File: config.mk
export PLATFORM = sky130hd
export DESIGN_NAME = sar_search_4bit
export DESIGN_NICKNAME = d
export VERILOG_FILES = /design/src/rtl/sar_search_4bit.sv
export SDC_FILE = /design/constraint.sdc
export NUM_CORES = 1
export LEC_CHECK = 0
export CAP_MARGIN = 25
export CORE_MARGIN = 2
export CORE_UTILIZATION = 54
export CTS_BUF_LIST = sky130_fd_sc_hd__clkbuf_4 sky130_fd_sc_hd__clkbuf_8
export CTS_CLUSTER_SIZE = 16
export DETAILED_ROUTE_END_ITERATION = 8
export HOLD_SLACK_MARGIN = 0.05
export PLACE_DENSITY = 0.85
export SKIP_LAST_GASP = 1
export SYNTH_ARGS = -nofsm -noshare
export SYNTH_HDL_FRONTEND = slang
export SYNTH_SLANG_ARGS = --single-unit
File: constraint.sdc
create_clock -name clk -period 3.02 [get_ports clk]
set_input_delay 0.604 -clock clk [delete_from_list [all_inputs] [get_ports clk]]
set_output_delay 0.604 -clock clk [all_outputs]
set_load 0.005 [all_outputs]
File: src/rtl/sar_search_4bit.sv
// Successive-approximation search engine driving comparator operand B.
// Recovers hidden operand A MSB first; exits early on equality.
module sar_search_4bit #(
  parameter int W = 4
) (
  input  logic                     clk,
  input  logic                     rst,
  input  logic                     start,
  input  logic                     cmp_g,
  input  logic                     cmp_l,
  input  logic                     cmp_e,
  output logic [W-1:0]             probe,
  output logic                     busy,
  output logic                     done,
  output logic [W-1:0]             result,
  output logic                     err,
  output logic [$clog2(W+1)-1:0]   probe_cnt
);

  localparam int IW = (W > 2) ? $clog2(W) : 1;
  localparam int CW = $clog2(W+1);

  typedef enum logic {
    S_IDLE,
    S_PROBE
  } state_t;

  state_t          r_state, w_state_nx;
  logic [IW-1:0]   r_idx, w_idx_nx;
  logic [W-1:0]    r_probe, w_probe_nx;
  logic [W-1:0]    r_result, w_result_nx;
  logic            r_err, w_err_nx;
  logic            r_done, w_done_nx;
  logic [CW-1:0]   r_cnt, w_cnt_nx;
  logic            w_onehot;
  logic            w_bad, w_eq, w_gt, w_lt;
  logic            w_last;
  logic [W-1:0]    w_bit;

  // exactly one of three flags: odd parity but not all three
  assign w_onehot = (cmp_g ^ cmp_l ^ cmp_e) &
                    ~(cmp_g & cmp_l & cmp_e);
  assign w_bad  = ~w_onehot;
  assign w_eq   = w_onehot & cmp_e;
  assign w_gt   = w_onehot & cmp_g;
  assign w_lt   = w_onehot & cmp_l;
  assign w_last = (r_idx == '0);
  assign w_bit  = w_last ? '0 :
                  (W'(1) << (r_idx - IW'(1)));

  always_ff @(posedge clk or posedge rst) begin
    if (rst) begin
      r_state  <= S_IDLE;
      r_idx    <= IW'(W-1);
      r_probe  <= '0;
      r_result <= '0;
      r_err    <= 1'b0;
      r_done   <= 1'b0;
      r_cnt    <= '0;
    end else begin
      r_state  <= w_state_nx;
      r_idx    <= w_idx_nx;
      r_probe  <= w_probe_nx;
      r_result <= w_result_nx;
      r_err    <= w_err_nx;
      r_done   <= w_done_nx;
      r_cnt    <= w_cnt_nx;
    end
  end

  always_comb begin
    w_state_nx  = r_state;
    w_idx_nx    = r_idx;
    w_probe_nx  = r_probe;
    w_result_nx = r_result;
    w_err_nx    = r_err;
    w_done_nx   = 1'b0;
    w_cnt_nx    = r_cnt;
    unique case (r_state)
      S_IDLE: begin
        if (start) begin
          w_result_nx = '0;
          w_err_nx    = 1'b0;
          w_cnt_nx    = '0;
          w_idx_nx    = IW'(W-1);
          w_probe_nx  = {1'b1, {(W-1){1'b0}}};
          w_state_nx  = S_PROBE;
        end
      end
      S_PROBE: begin
        w_cnt_nx = r_cnt + CW'(1);
        unique case (1'b1)
          w_bad: begin
            w_err_nx   = 1'b1;
            w_done_nx  = 1'b1;
          end
          w_eq: begin
            w_result_nx = r_probe;
            w_done_nx   = 1'b1;
          end
          w_gt: begin
            if (w_last) begin
              w_err_nx  = 1'b1;
              w_done_nx = 1'b1;
            end else begin
              w_result_nx = r_probe;
              w_probe_nx  = r_probe | w_bit;
              w_idx_nx    = r_idx - IW'(1);
            end
          end
          w_lt: begin
            // at bit 0, A == result by elimination
            if (w_last) begin
              w_done_nx = 1'b1;
            end else begin
              w_probe_nx = r_result | w_bit;
              w_idx_nx   = r_idx - IW'(1);
            end
          end
          default: begin
            w_done_nx = 1'b0;
          end
        endcase
        if (w_done_nx) begin
          w_probe_nx = '0;
          w_state_nx = S_IDLE;
        end
      end
      default: begin
        w_state_nx = S_IDLE;
      end
    endcase
  end

  assign probe     = r_probe;
  assign busy      = (r_state == S_PROBE);
  assign done      = r_done;
  assign result    = r_result;
  assign err       = r_err;
  assign probe_cnt = r_cnt;

endmodule

Word level (Yosys, flattened, before mapping) --
Index checks and enable logic that the tools add are counted.
Cells by class: add/subtract/negate cells 2, equal/unequal tests 10, shift operators 1, muxes and demuxes 28, bitwise gates (word level) 13, reduce and logical (&&, ||, !) cells 7
Operator list (count):
- 4-bit case mux with 2 select lines | 4
- 4-bit two-way mux | 7
- 3-bit AND reduction | 3
- 4-bit by 3-bit inequality test with 1-bit output (second input constant) | 2
- 4-bit OR | 2
- 1-bit case mux with 2 select lines | 4
- 1-bit two-way mux | 7
- 1-bit bitwise AND | 6
- 2-bit two-way mux | 3
- 2-bit inequality test (second input constant) | 3
- 3-bit by 1-bit inequality test with 1-bit output (second input constant) | 2
- 3-bit case mux with 2 select lines | 1
- 4-bit by 1-bit inequality test with 1-bit output (second input constant) | 1
- 2-bit case mux with 2 select lines | 1
- 4-bit AND reduction | 1
- 2-bit OR reduction | 2
- 1-bit by 2-bit left shift with 4-bit output (first input constant) | 1
- 3-bit by 1-bit adder with 3-bit output (second input constant) | 1
- 3-bit two-way mux | 1
- 3-bit by 2-bit inequality test with 1-bit output (second input constant) | 1
- 3-bit inequality test (second input constant) | 1
- 1-bit NOT | 3
- 2-bit logical NOT | 1
- 2-bit by 1-bit subtractor with 2-bit output (second input constant) | 1
- 1-bit bitwise XOR | 2
Word-level totals: register bits 16, output and inout port bits 14

Longest topological paths before layout --
depth in word-level cells 10, depth in mapped cells 6

Worst setup path after synthesis --
Ideal clock, no wire load.
path type input-to-reg, start input cmp_g, end register r_result[0] (netlist: result[0]), arrival time 1.867 ns, required time 2.899 ns, setup slack 1.032 ns, cell stages on the path 5, path buffers 0, cell sequence ha_1 -> and2b_4 -> a221o_2 -> and2_1 -> a22o_1
On the way: word-level cells in the longest chain between the ends 7, elaborated cells between the ends (all ways) 13, those cells by class eq/ne (2); mux (2); bitwise (8); reduce/logical (1)
RTL lines:
- start: declaration | RTL line 9 | input logic cmp_g,
- 1-bit bitwise AND (2 in series) | RTL line 42 | ~(cmp_g & cmp_l & cmp_e);
- 1-bit NOT | RTL line 42
- 1-bit bitwise AND | RTL line 41 | assign w_onehot = (cmp_g ^ cmp_l ^ cmp_e) &
- 1-bit bitwise AND (on tied branches) | RTL line 45, 44
- 4-bit case mux with 2 select lines, or another cell as far along | RTL line 92 | unique case (1'b1)
- 4-bit case mux with 2 select lines or 3-bit AND reduction (tied branches)
- end signal: assignment | RTL line 64 | r_result <= w_result_nx;
- end: declaration | RTL line 31 | logic [W-1:0] r_result, w_result_nx;
Several ways; a longest one is shown, not always the timed one. A chain may end at the register's enable or synchronous reset.

Worst setup path in the final report --
start input cmp_g, end register r_probe[3] (netlist: probe[3])
On the way: word-level cells in the longest chain between the ends 10, elaborated cells between the ends (all ways) 21, those cells by class eq/ne (3); mux (5); bitwise (10); reduce/logical (3)
RTL lines:
- 1-bit bitwise AND (2 in series) | RTL line 42
- 1-bit NOT | RTL line 42
- 1-bit bitwise AND | RTL line 41
- 1-bit bitwise AND, or another cell as far along | RTL line 45 | assign w_gt = w_onehot & cmp_g;
- 2-bit OR reduction (no source line)
- 1-bit case mux with 2 select lines | RTL line 92
- 1-bit two-way mux | RTL line 79 | unique case (r_state)
- 4-bit by 3-bit inequality test with 1-bit output (no source line), or another cell as far along
- 4-bit AND reduction (no source line) or 4-bit case mux with 2 select lines (tied branches)
- end signal: assignment | RTL line 63 | r_probe <= w_probe_nx;
- end: declaration | RTL line 30 | logic [W-1:0] r_probe, w_probe_nx;
Several ways; a longest one is shown, not always the timed one. The select of a mux whose other input is x is not followed.

==> results.sh <==
export IMPL_area_growth_pct=27.9
export IMPL_hp_class="register to register"
export IMPL_nets=120
export IMPL_routed_wirelength_um=1800
export IMPL_fillers=114
export IMPL_row_count=14
export IMPL_initial_utilization_pct=57.1
export IMPL_synthDistinctLibCells=29
export IMPL_required_ns=3.20
export IMPL_synth_area_leader_cell="dfrtp_1"
export IMPL_setup_ws_ns=0.691
export IMPL_maxCapViolations=0
export IMPL_crit_arrival_ns=2.51
export IMPL_tightest_slew_ns=0.595
export IMPL_yosysTopAreaCellShare_pct=40.7
export IMPL_yosys_warnings=0
export IMPL_setup_violations=0
export IMPL_fin_cells=122
export IMPL_design_area_mm2=0.00110
export IMPL_first_global_vias=688
export IMPL_fin_crit_ns=2.33
export IMPL_netlist_area_um2=861
export IMPL_wl_per_cell_um=14.7
export IMPL_cp_end_kind="register"
export IMPL_setup_tns_ns=0
export IMPL_port_buffer_count=19
export IMPL_place_congestion=0.817
export IMPL_die_h_um=43.9
export IMPL_drt_iter0_drc=12
export IMPL_drive_gt1_share_pct=13.2
export IMPL_syn_nets=96
export IMPL_slew_limit_headroom_pct=60.3
export IMPL_post_cts_buffers=0
export IMPL_fin_crit_sh_pct=77.1
export IMPL_crit_fanout=7
export IMPL_leakage_nw=0.510
export IMPL_drc=0
export IMPL_antenna_found_initial=0
export IMPL_io_pins=20
export IMPL_ant_nets=0
export IMPL_powerDensity_mw_per_mm2=603
export IMPL_final_common_cell="clkdlybuf4s50_1"
export IMPL_startpoint_type="primary input"
export IMPL_worstHoldStart="probe[3]"
export IMPL_htree_num_levels=1
export IMPL_rsz0062_at_grt="false"
export IMPL_post_dp_hpwl_um=1350
export IMPL_clockBufferDepth=2
export IMPL_grt_usage_pct=22.0
export IMPL_setup_worst_path_start="cmp_g"
export IMPL_dieWidth_um=43.9
export IMPL_yosysSeqAreaShare_pct=46.8
export IMPL_syn_area_per_cell_um2=10.4
export IMPL_root_buffer="clkbuf_4"
export IMPL_worstReg2RegStart="r_idx[0]"
export IMPL_detail_route_first_pass_iterations=4
export IMPL_skew_ns=0.00732
export IMPL_num_vias=709
export IMPL_dp_cells=118
export IMPL_cts_hold_buf=0
export IMPL_grt_max_degree=17
export IMPL_place_area_mm2=0.00107
export IMPL_status="finished, final reports clean"
export IMPL_routed_via_density=5.81
export IMPL_ir_drop_uv=327
export IMPL_fmax_mhz=429
export IMPL_place_ws_ns=0.398
export IMPL_grt_pass1_wl_um=3040
export IMPL_cts_sinks=16
export IMPL_hold_viol=0
export IMPL_criticalPathCategory="primary input to register"
export IMPL_insertion_delay_ns=0.29
export IMPL_num_antenna_cells=0
export IMPL_p_sw_share_pct=31.3
export IMPL_grt_overflow=0
export IMPL_synthCells=83
export IMPL_synth_seq_cells=16
export IMPL_power_frac_clock_pct=19.1
export IMPL_cts_tree="built"
export IMPL_cts_resized=0
export IMPL_drv_slew=0
export IMPL_combPwrFrac_pct=34.4
export IMPL_coreArea_mm2=0.00151
export IMPL_seq_power_share_pct=46.5
export IMPL_p_sw_uw=208
export IMPL_mostFrequentLayoutCells="clkdlybuf4s50_1 (19), dfrtp_1 (14), o21ai_0 (10)"
export IMPL_fp_dieArea_mm2=0.00193
export IMPL_intPower_uw=456
export IMPL_cts_buffers=3
export IMPL_synthTopCellsByArea="dfrtp_1 (41%), ha_1 (10%), dfstp_2 (6.1%)"
export IMPL_path_clk_slew_ns=0.09
## path summary, 6_finish.rpt
check | endpoint | slack (ns) | cells past startpoint
min in group asynchronous | probe_cnt[2] | 0.67 | 2
hold reg to reg | result[3] | 0.53 | 1
setup / recovery | probe[3] | 0.69 | 6
max in group asynchronous | probe[0] | 1.96 | 2
hold / removal | result[3] | 0.53 | 1
setup reg to reg | result[0] | 1.23 | 6
## cell usage after synthesis, drive strengths merged
cell,number
mux2i,2
nor2b,2
and3,1
a21oi,1
a221o,1
a211oi,1
dfstp,2
and2b,1
a221oi,1
a22oi,3
nor2,6
and2,1
or4,1
a31oi,1
inv,10
o21a,1
or2,1
ha,7
nand2,5
a22o,4
o22ai,1
o21ai,11
o31ai,3
dfrtp,14
xnor2,1
nor3b,1
## power groups by stage
stage | clock network (mW) | registers, mW | logic, mW
finish | 0.127 | 0.309 | 0.228
global placement | 0 | 0.311 | 0.220
floorplan | 0 | 0.310 | 0.111
detailed placement | 0 | 0.313 | 0.228
CTS | 0.128 | 0.309 | 0.231
global route | 0.137 | 0.318 | 0.253
## critical path: stages
cell             delay (ns)
clkdlybuf4s50_1        0.49
ha_1                   0.38
and2b_4                0.21
a31oi_1                0.42
o21ai_1                0.13
a221oi_1               0.28
## flip-flops by register name, indices dropped and copies added (netlist names)
register / cells
result: 4
r_idx: 2
busy: 1
probe_cnt: 3
probe: 4
err: 1
done: 1
## metrics by stage
step	power, mW	hold WS (ns)	utilization (%)
after floorplan	0.421	0.508	-
after global placement	0.530	0.506	71.1
after detailed placement	0.541	0.526	71.1
after CTS	0.668	0.538	73.1
after global routing	0.707	0.556	73.1
final	0.664	0.527	73.1
## metal layers
layer / share of wire, % / track usage [%] / up-vias / routed length (um)
met2: 49 / 34.7 / 24 / 883
met5: 0 / 0 / - / 0
met4: 1.6 / 11.5 / 0 / 29
met1: 44 / 28.8 / 340 / 786
met3: 5.3 / 3.75 / 4 / 96
li1: - / - / 341 / -
## cell families (layout without fill, tap and decap cells)
group	Yosys count	after routing	synth area share [%]
fa+ha+maj	7	7	10.2
xor+xnor	1	1	1.02
simple gates	19	19	13.5
mux	2	2	2.33
flops	16	16	46.8
compound gates	28	28	21.8
buf+inv	10	33	4.36
## area by class of cell
cell class	count	area, um^2	area share, %
clock buffer	4	30.0	2.73
timing repair buffer	19	190	17.3
tap	16	20.0	1.82
multi-input combinational	57	420	38.2
sequential	16	403	36.6
inverter	10	37.5	3.41
Note: power is estimated with default switching activity, not from simulation.
